## src/rtl/fa16_rev_pkg.sv

```systemverilog
// ---------------------------------------------------------------------------
// fa16_rev_pkg
// Shared definitions for the 16-bit reversible adder sequencer:
//   FA16_W            operand width
//   fa16_seq_state_t  sequencer states (IDLE, FWD, SPACER, BWD, RESP)
//   dr16_t            dual-rail 16-bit value {pos, neg}
//   to_dr16()         builds a valid dual-rail codeword from a single-rail value
// ---------------------------------------------------------------------------
package fa16_rev_pkg;

    localparam int FA16_W = 16;

    typedef enum logic [2:0] {
        IDLE   = 3'd0,
        FWD    = 3'd1,
        SPACER = 3'd2,
        BWD    = 3'd3,
        RESP   = 3'd4
    } fa16_seq_state_t;

    typedef struct packed {
        logic [FA16_W-1:0] pos;
        logic [FA16_W-1:0] neg;
    } dr16_t;

    // A valid dual-rail codeword carries the value on pos and its complement on neg.
    function automatic dr16_t to_dr16(input logic [FA16_W-1:0] v);
        dr16_t r;
        r.pos = v;
        r.neg = ~v;
        return r;
    endfunction

endpackage

```

## src/rtl/fa16_rev_seq_chk.sv

```systemverilog
// ---------------------------------------------------------------------------
// dual_rail_chk
// Flags any bit position whose two rails are not complementary
// (both 0 = spacer/null, both 1 = illegal).
//   pos, neg : rails under test (W bits each)
//   err      : 1 when at least one pair is not complementary
// ---------------------------------------------------------------------------
module dual_rail_chk #(
    parameter int W = 16
) (
    input  logic [W-1:0] pos,
    input  logic [W-1:0] neg,
    output logic         err
);

    assign err = |(~(pos ^ neg));

endmodule

```

## src/rtl/fa16_rev_seq.sv

```systemverilog
// ---------------------------------------------------------------------------
// fa16_rev_seq
// Sequencer and dual-rail driver for the 16-bit reversible adder wrapper.
// Takes a single-rail operand pair, drives the adder forward, samples sum and
// carry, re-drives it backward from the sampled result, samples the recovered
// operand and returns the result plus a round-trip check.
//
// Handshakes: a transfer happens on a rising edge where valid and ready are
// both 1. in_ready is 1 only in IDLE. out_valid is 1 only in RESP, and all
// out_* hold steady there until out_ready completes the transfer; the block
// then spends at least one cycle in IDLE before accepting the next request.
//
// Ports:
//   clk, rst                    clock, synchronous active-high reset
//   in_valid/in_ready           request handshake; in_a, in_b, in_cin operands
//   out_valid/out_ready         response handshake
//   out_sum, out_cout           forward result (positive rails)
//   out_rt_ok                   recovered a and c0 match the request
//   out_rail_err                non-complementary sample seen (optional check)
//   fwd_en, bwd_en              wrapper tri-state enables
//   drv_*                       dual-rail drive to the wrapper
//   smp_*                       dual-rail samples from the wrapper
//   dbg_state                   current sequencer state
//
// Build option: define FA16_REV_RAILCHECK_EN to generate the rail
// complementarity check; otherwise out_rail_err is tied to 0.
// ---------------------------------------------------------------------------
module fa16_rev_seq
    import fa16_rev_pkg::*;
#(
    parameter int SETTLE_CYCLES = 4
) (
    input  logic              clk,
    input  logic              rst,
    input  logic              in_valid,
    output logic              in_ready,
    input  logic [FA16_W-1:0] in_a,
    input  logic [FA16_W-1:0] in_b,
    input  logic              in_cin,
    output logic              out_valid,
    input  logic              out_ready,
    output logic [FA16_W-1:0] out_sum,
    output logic              out_cout,
    output logic              out_rt_ok,
    output logic              out_rail_err,
    output logic              fwd_en,
    output logic              bwd_en,
    output logic [FA16_W-1:0] drv_a,
    output logic [FA16_W-1:0] drv_a_n,
    output logic [FA16_W-1:0] drv_b,
    output logic [FA16_W-1:0] drv_b_n,
    output logic              drv_c0,
    output logic              drv_c0_n,
    output logic [FA16_W-1:0] drv_s,
    output logic [FA16_W-1:0] drv_s_n,
    output logic              drv_c15,
    output logic              drv_c15_n,
    input  logic [FA16_W-1:0] smp_s,
    input  logic [FA16_W-1:0] smp_s_n,
    input  logic              smp_c15,
    input  logic              smp_c15_n,
    input  logic [FA16_W-1:0] smp_ab,
    input  logic [FA16_W-1:0] smp_ab_n,
    input  logic              smp_c0b,
    input  logic              smp_c0b_n,
    output fa16_seq_state_t   dbg_state
);

    localparam logic [7:0] LAST_CNT = 8'(SETTLE_CYCLES - 1);

    fa16_seq_state_t   state_q, state_d;
    logic [7:0]        cnt_q, cnt_d;
    logic [FA16_W-1:0] a_q, a_d;
    logic [FA16_W-1:0] b_q, b_d;
    logic              cin_q, cin_d;
    logic [FA16_W-1:0] s_q, s_d;
    logic              c15_q, c15_d;
    logic [FA16_W-1:0] ab_q, ab_d;
    logic              c0b_q, c0b_d;

    logic  last_cnt;
    dr16_t dr_a, dr_b, dr_s;

    assign last_cnt  = (cnt_q == LAST_CNT);
    assign dr_a      = to_dr16(a_q);
    assign dr_b      = to_dr16(b_q);
    assign dr_s      = to_dr16(s_q);
    assign dbg_state = state_q;

    always_comb begin
        state_d   = state_q;
        cnt_d     = cnt_q;
        a_d       = a_q;
        b_d       = b_q;
        cin_d     = cin_q;
        s_d       = s_q;
        c15_d     = c15_q;
        ab_d      = ab_q;
        c0b_d     = c0b_q;
        in_ready  = 1'b0;
        out_valid = 1'b0;
        out_sum   = '0;
        out_cout  = 1'b0;
        out_rt_ok = 1'b0;
        fwd_en    = 1'b0;
        bwd_en    = 1'b0;
        drv_a     = '0;
        drv_a_n   = '0;
        drv_b     = '0;
        drv_b_n   = '0;
        drv_c0    = 1'b0;
        drv_c0_n  = 1'b0;
        drv_s     = '0;
        drv_s_n   = '0;
        drv_c15   = 1'b0;
        drv_c15_n = 1'b0;

        case (state_q)
            IDLE: begin
                in_ready = 1'b1;
                if (in_valid) begin
                    a_d     = in_a;
                    b_d     = in_b;
                    cin_d   = in_cin;
                    cnt_d   = '0;
                    state_d = FWD;
                end
            end
            FWD: begin
                fwd_en   = 1'b1;
                drv_a    = dr_a.pos;
                drv_a_n  = dr_a.neg;
                drv_b    = dr_b.pos;
                drv_b_n  = dr_b.neg;
                drv_c0   = cin_q;
                drv_c0_n = ~cin_q;
                if (last_cnt) begin
                    // Samples are taken at the edge closing the final settle cycle.
                    s_d     = smp_s;
                    c15_d   = smp_c15;
                    state_d = SPACER;
                end else begin
                    cnt_d = 8'(cnt_q + 8'd1);
                end
            end
            SPACER: begin
                // All rails stay at the null spacer for one cycle between directions.
                cnt_d   = '0;
                state_d = BWD;
            end
            BWD: begin
                bwd_en    = 1'b1;
                drv_s     = dr_s.pos;
                drv_s_n   = dr_s.neg;
                drv_c15   = c15_q;
                drv_c15_n = ~c15_q;
                // b is still needed by the adder to recover a in reverse.
                drv_b     = dr_b.pos;
                drv_b_n   = dr_b.neg;
                if (last_cnt) begin
                    ab_d    = smp_ab;
                    c0b_d   = smp_c0b;
                    state_d = RESP;
                end else begin
                    cnt_d = 8'(cnt_q + 8'd1);
                end
            end
            RESP: begin
                out_valid = 1'b1;
                out_sum   = s_q;
                out_cout  = c15_q;
                out_rt_ok = (ab_q == a_q) && (c0b_q == cin_q);
                if (out_ready) begin
                    state_d = IDLE;
                end
            end
            default: begin
                state_d = IDLE;
            end
        endcase
    end

    always_ff @(posedge clk) begin
        if (rst) begin
            state_q <= IDLE;
            cnt_q   <= '0;
            a_q     <= '0;
            b_q     <= '0;
            cin_q   <= 1'b0;
            s_q     <= '0;
            c15_q   <= 1'b0;
            ab_q    <= '0;
            c0b_q   <= 1'b0;
        end else begin
            state_q <= state_d;
            cnt_q   <= cnt_d;
            a_q     <= a_d;
            b_q     <= b_d;
            cin_q   <= cin_d;
            s_q     <= s_d;
            c15_q   <= c15_d;
            ab_q    <= ab_d;
            c0b_q   <= c0b_d;
        end
    end

`ifdef FA16_REV_RAILCHECK_EN
    logic fwd_chk_err, bwd_chk_err;
    logic rail_err_q, rail_err_d;

    dual_rail_chk #(.W(FA16_W + 1)) u_fwd_chk (
        .pos ({smp_s,   smp_c15}),
        .neg ({smp_s_n, smp_c15_n}),
        .err (fwd_chk_err)
    );

    dual_rail_chk #(.W(FA16_W + 1)) u_bwd_chk (
        .pos ({smp_ab,   smp_c0b}),
        .neg ({smp_ab_n, smp_c0b_n}),
        .err (bwd_chk_err)
    );

    // Sticky across one operation; only the latch edges are checked because
    // the rails are allowed to be mid-transition while the adder settles.
    always_comb begin
        rail_err_d = rail_err_q;
        if (state_q == IDLE) begin
            rail_err_d = 1'b0;
        end else if (state_q == FWD && last_cnt && fwd_chk_err) begin
            rail_err_d = 1'b1;
        end else if (state_q == BWD && last_cnt && bwd_chk_err) begin
            rail_err_d = 1'b1;
        end
    end

    always_ff @(posedge clk) begin
        if (rst) begin
            rail_err_q <= 1'b0;
        end else begin
            rail_err_q <= rail_err_d;
        end
    end

    assign out_rail_err = (state_q == RESP) && rail_err_q;
`else
    // Negative sample rails have no consumer without the rail check.
    logic unused_neg_rails;
    assign unused_neg_rails = ^{smp_s_n, smp_c15_n, smp_ab_n, smp_c0b_n};
    assign out_rail_err     = 1'b0;
`endif

endmodule
```

## config.mk

```make
export PLATFORM = sky130hd
export DESIGN_NAME = fa16_rev_seq
export DESIGN_NICKNAME = d
export VERILOG_FILES = /design/src/rtl/fa16_rev_pkg.sv /design/src/rtl/fa16_rev_seq_chk.sv /design/src/rtl/fa16_rev_seq.sv
export SDC_FILE = /design/constraint.sdc
export NUM_CORES = 1
export LEC_CHECK = 0
export ABC_AREA = 1
export CAP_MARGIN = 20
export CORE_MARGIN = 3
export CORE_UTILIZATION = 34
export CTS_BUF_LIST = sky130_fd_sc_hd__clkbuf_16
export DETAILED_ROUTE_END_ITERATION = 6
export HOLD_SLACK_MARGIN = 0.12
export PLACE_DENSITY = 0.79
export SETUP_SLACK_MARGIN = 0.02
export SLEW_MARGIN = 20
export SYNTH_ARGS = -nofsm -noshare
export SYNTH_HDL_FRONTEND = slang
export SYNTH_SLANG_ARGS = --single-unit
```

## constraint.sdc

```tcl
create_clock -name clk -period 1.28 [get_ports clk]
set_input_delay 0.256 -clock clk [delete_from_list [all_inputs] [get_ports clk]]
set_output_delay 0.256 -clock clk [all_outputs]
set_load 0.03 [all_outputs]
```

-- Yosys cells after proc, flatten, opt, wreduce, memory -nomap -nowiden
Index checks and enable logic that the tools add are counted.
- reductions and logical operators: 9
- $add $sub $neg: 1
- multiplexer cells: 25
- bitwise operators: 5
- equality and inequality tests: 12
- operators by type and width (kind ; count):
    $mux 16 ; 7
    $not 16->16 ; 3
    $pmux 8 s3 ; 1
    $eq 16x16->1 ; 1
    $mux 8 ; 2
    $pmux 3 s5 ; 1
    $mux 3 ; 4
    $mux 1 ; 10
    $ne 2x2->1 const B ; 5
    $add 8x1->8 const B ; 1
    $eq 8x2->1 const B ; 1
    $eq 3x2->1 const B ; 2
    $reduce_and 2->1 ; 3
    $reduce_and 4->1 ; 1
    $eq 3x1->1 const B ; 1
    $eq 3x3->1 const B ; 1
    $logic_not 3->1 ; 1
    $reduce_and 3->1 ; 1
    $reduce_bool 3->1 ; 1
    $not 1->1 ; 2
    $reduce_or 2->1 ; 1
    $eq 1x1->1 ; 1
    $logic_and 1x1->1 ; 1
- logic and storage cells: 61
- bits of input ports: 105
- output and inout bits: 126
- flip-flop bits (word level): 78

-- Depth between registers and ports, before layout
- word-level depth: 4
- mapped depth: 8
- mapped depth without buffers: 8

-- Worst setup path before layout
OpenSTA, ideal clock, no wires.
- kind: flip-flop to output port
- start point: reg state_q[2], in the netlist dbg_state[2]
- end point: out out_sum[0]
- path slack: -1.001 ns
- cell stages (with the launch flop): 6
- arrival time: 2.025 ns
- data required time: 1.024 ns
- path buffers: 1
- cell sequence: dfxtp_1 -> inv_1 -> nor2_1 -> inv_2 -> buf_2 -> nor2_1
- cells in the longest elaborated chain, start to end: 2
- ends and longest elaborated chain (what ; line ; RTL):
    from (decl) ; fa16_rev_seq.sv:71 ; fa16_seq_state_t state_q, state_d;
    from (signal assigned) ; fa16_rev_seq.sv:195 ; state_q <= state_d;
    $eq 3x3->1 ; fa16_rev_seq.sv:118 ; case (state_q)
    $mux 16 ; fa16_rev_seq.sv:118 ;
    to (decl) ; fa16_rev_seq.sv:42 ; output logic [FA16_W-1:0] out_sum,
No other way between the ends.

-- Final worst setup path
- start point: reg state_q[0], in the netlist dbg_state[0]
- end point: out drv_b[10]
- cells in the longest elaborated chain, start to end: 3
- elaborated cells on any way between the ends: 4
- classes of those cells: eq/ne (2); mux (1); reduce/logical (1)
- ends and longest elaborated chain (what ; line ; RTL):
    $eq 3x2->1 or $eq 3x1->1 (tied branches) ; fa16_rev_seq.sv:118 ;
    $reduce_or 2->1 (no line) (*) ; -- ;
    $mux 16 (*) ; fa16_rev_seq.sv:118 ;
    to (decl) ; fa16_rev_seq.sv:50 ; output logic [FA16_W-1:0] drv_b,
Every way passes the cells marked *; elsewhere a longest branch is shown, timed or not.

==> flow_metrics.py <==
metrics = {
    "final_layout": {
        "fin_cells": 1004,
        "layout.nets": 965,
        "n_fill_cell": 551,
        "num_antenna_cells": 0,
        "area_growth_pct": 135,
        "layout-drive-gt1-share": 0.560,
    },
    "power_and_ir_drop": {
        "total_power_w": 0.0156,
        "power.leakage_nw": 3.53,
        "power.density_mw_per_mm2": 1730,
        "peakVddDrop_mv": 1.31,
    },
    "die": {
        "die_h_um": 112,
        "num_rows": 38,
        "die_w_um": 112,
        "die_area_sq_mm": 0.0126,
        "coreArea_sq_mm": 0.0109,
        "io_pins": 231,
        "start_util": 0.352,
    },
    "timing": {
        "period_minus_slack_ps": 1840,
        "slew_viol_final": 0,
        "clock_skew_ps": 8.21,
        "timing.setup.tns_ps": -78010,
        "fin_crit_sh": 1.44,
        "hold_viol": 0,
        "setup-violations-final": 201,
        "holdWs_ps": 508,
        "fin_ws_ps": -560,
        "rsz0062_at_grt": "true",
        "max_freq_ghz": 0.543,
    },
    "routing": {
        "drtPass1Iterations": 7,
        "avgViaCountPerCell": 5.30,
        "drc_errors": 0,
        "vias": 5323,
        "drt_wl_total_um": 19800,
        "wl_per_cell_um": 19.7,
        "ant_nets": 0,
        "dr.first_iter.drc_count": 282,
    },
    "setup_path": {
        "critPathRequiredTime_ps": 1020,
        "crit_path_end_kind": "primary output",
        "worstRegToRegCells": 11,
        "reg2reg_to": "ab_q[0]",
        "worstSetupStartpointType": "flip-flop",
        "arrival_ps": 1580,
        "reg2reg_from": "dbg_state[0]",
        "crit_fanout": 32,
        "critPathKind": "flip-flop to primary output",
        "rrSetupSlack_ps": -410,
    },
    "job": {
        "maxCapViolations": 0,
    },
    "global_route": {
        "grt_pass1_wl_um": 25500,
        "grt_usage": 0.247,
        "grt_max_degree": 37,
        "grt_remaining_overflow": 0,
        "antenna_found_initial": 0,
        "grt_pass1_vias": 5032,
    },
    "placement": {
        "dp.cells": 956,
        "dp_hpwl_um": 11000,
        "place_congestion": 0.868,
        "place_ws_ps": -304,
        "numPortBuffers": 195,
    },
    "min_path": {
        "hp-class": "flip-flop to flip-flop",
        "hold_path_end": "b_q[15]",
        "worstHoldStart": "b_q[15]",
        "hold_depth": 2,
    },
    "clock_network": {
        "numCtsBuffers": 9,
        "cts_root_buf": "clkbuf_16",
        "path_clk_slew_ps": 70,
        "clkLatencyLatePin_ps": 340,
        "ctsHoldBuffers": 0,
        "cts.sinks": 78,
        "clock_path_buffers": 2,
        "htreeDepth": 3,
        "cts_tree": "done",
    },
    "synth": {
        "synth-edff-count": 0,
        "synth_cells": 586,
        "yosysSeqAreaShare": 0.406,
        "avgSynthCellArea_sq_um": 6.57,
        "synth_seq_cells": 78,
        "yosys_warnings": 0,
        "synth_flop_cell": "dfxtp_1",
        "yosysUniqueCellTypes": 25,
        "syn_area_sq_mm": 0.00385,
        "async_flop_share": 0,
        "syn_nets": 692,
    },
    "run_status": {
        "failed_checks": "negative setup slack",
        "status": "complete, but fails checks",
    },
}
-- sequential cells by signal (all words and copies together), names as in the netlist --
register and flops:
a_q 16, cnt_q 8, b_q 16, s_q 16, dbg_state 3, cin_q 1
ab_q 16, c0b_q 1, c15_q 1
-- critical path: stages, from the launching register on --
cell        delay (ps)
dfxtp_4            360
inv_4               40
nor2_4             140
clkinvlp_4         120
buf_12             220
nor2_4             200
buf_12             140
-- how the worst max path moves through the flow --
| stage | from | to | slack (ps) | cells past startpoint |
|---|---|---|---|---|
| 4_1_cts | dbg_state[0] | drv_s[10] | -550 | 7 |
| 2_1_floorplan | dbg_state[1] | out_rt_ok | -300 | 7 |
| 6_report | dbg_state[0] | drv_b[10] | -560 | 6 |
| 3_3_place_gp | dbg_state[0] | drv_s_n[15] | -180 | 7 |
| 3_5_place_dp | dbg_state[0] | cnt_q[4] | -300 | 9 |
| 5_1_grt | dbg_state[0] | drv_b[10] | -640 | 6 |
-- per-layer routing --
layer / share of wire / GRT usage / up-vias
met5: 0 / 0 / -
li1: - / - / 2399
met2: 0.52 / 0.451 / 313
met1: 0.36 / 0.282 / 2540
met4: 0.036 / 0.0873 / 0
met3: 0.078 / 0.0582 / 71
-- cell families after synthesis --
kind of cell / count (synthesis) / share of synthesized area
and+or+nand+nor: 266 / 0.289
AOI/OAI and AO/OA: 116 / 0.152
buffers and inverters: 109 / 0.115
DFF: 78 / 0.406
xor gates and xnor gates: 15 / 0.0341
adders and majority gates: 1 / 0.00325
other: 1 / 0.000975
-- cell usage in the layout, fill, tap and decap left out, types with 8 or more instances in the layout --
| master | count |
|---|---|
| a21oi_1 | 8 |
| a21oi_2 | 33 |
| buf_12 | 21 |
| buf_4 | 82 |
| buf_6 | 106 |
| clkbuf_16 | 19 |
| clkdlybuf4s50_1 | 69 |
| dfxtp_1 | 70 |
| inv_1 | 64 |
| nand2_1 | 27 |
| nand3_1 | 11 |
| nor2_1 | 46 |
| nor2_4 | 122 |
| nor3_1 | 22 |
| nor3_2 | 11 |
| o21ai_0 | 22 |
| o21ai_1 | 21 |
| o21ai_2 | 23 |
| xnor2_1 | 9 |
-- report_power, final --
group          switching [W]  internal [W]  leakage (nW)
logic                0.00550       0.00423          2.74
clock network        0.00112       0.00164         0.156
registers           0.000351       0.00278         0.640
-- layout make-up --
class                           count  area [sq um]  area share
Clock inverter                      6          67.6     0.00749
Inverter                           74           305      0.0338
Clock buffer                       10           250      0.0277
Sequential cell                    78          1580       0.175
Multi-Input combinational cell    401          3310       0.367
Tap cell                          140           175      0.0194
Timing Repair Buffer              295          3340       0.370
-- cell usage after synthesis (2+ instances only) --
master    instances  area share
dfxtp_1          78        0.41
clkbuf_1         18       0.018
buf_4             5      0.0098
nor2_1          169        0.16
o21ai_1          12       0.016
xor2_1            6       0.014
nand3_1          14       0.018
inv_1            69       0.067
xnor2_1           9       0.020
nand2_1          36       0.035
o21ai_0          61       0.079
nor2_4            3      0.0088
nor3_1           34       0.044
buf_2            12       0.016
nand4_1           2      0.0033
nand2_2           4      0.0065
inv_2             5      0.0049
a21oi_1          42       0.055
-- through the flow --
stage | area [sq um] | utilization
2_1_floorplan | 4980 | -
3_5_place_dp | 7260 | 0.664
3_3_place_gp | 7260 | 0.664
6_report | 9020 | 0.825
5_1_grt | 9020 | 0.825
4_1_cts | 8080 | 0.739
-- what timing repair did --
action                     in CTS  in global routing
pin swaps                       6                 15
resized for setup              97                151
buffers inserted                4                 14
setup endpoints to repair     202                203
cloned                          3                 16
Note: power is estimated with default switching activity, not from simulation.
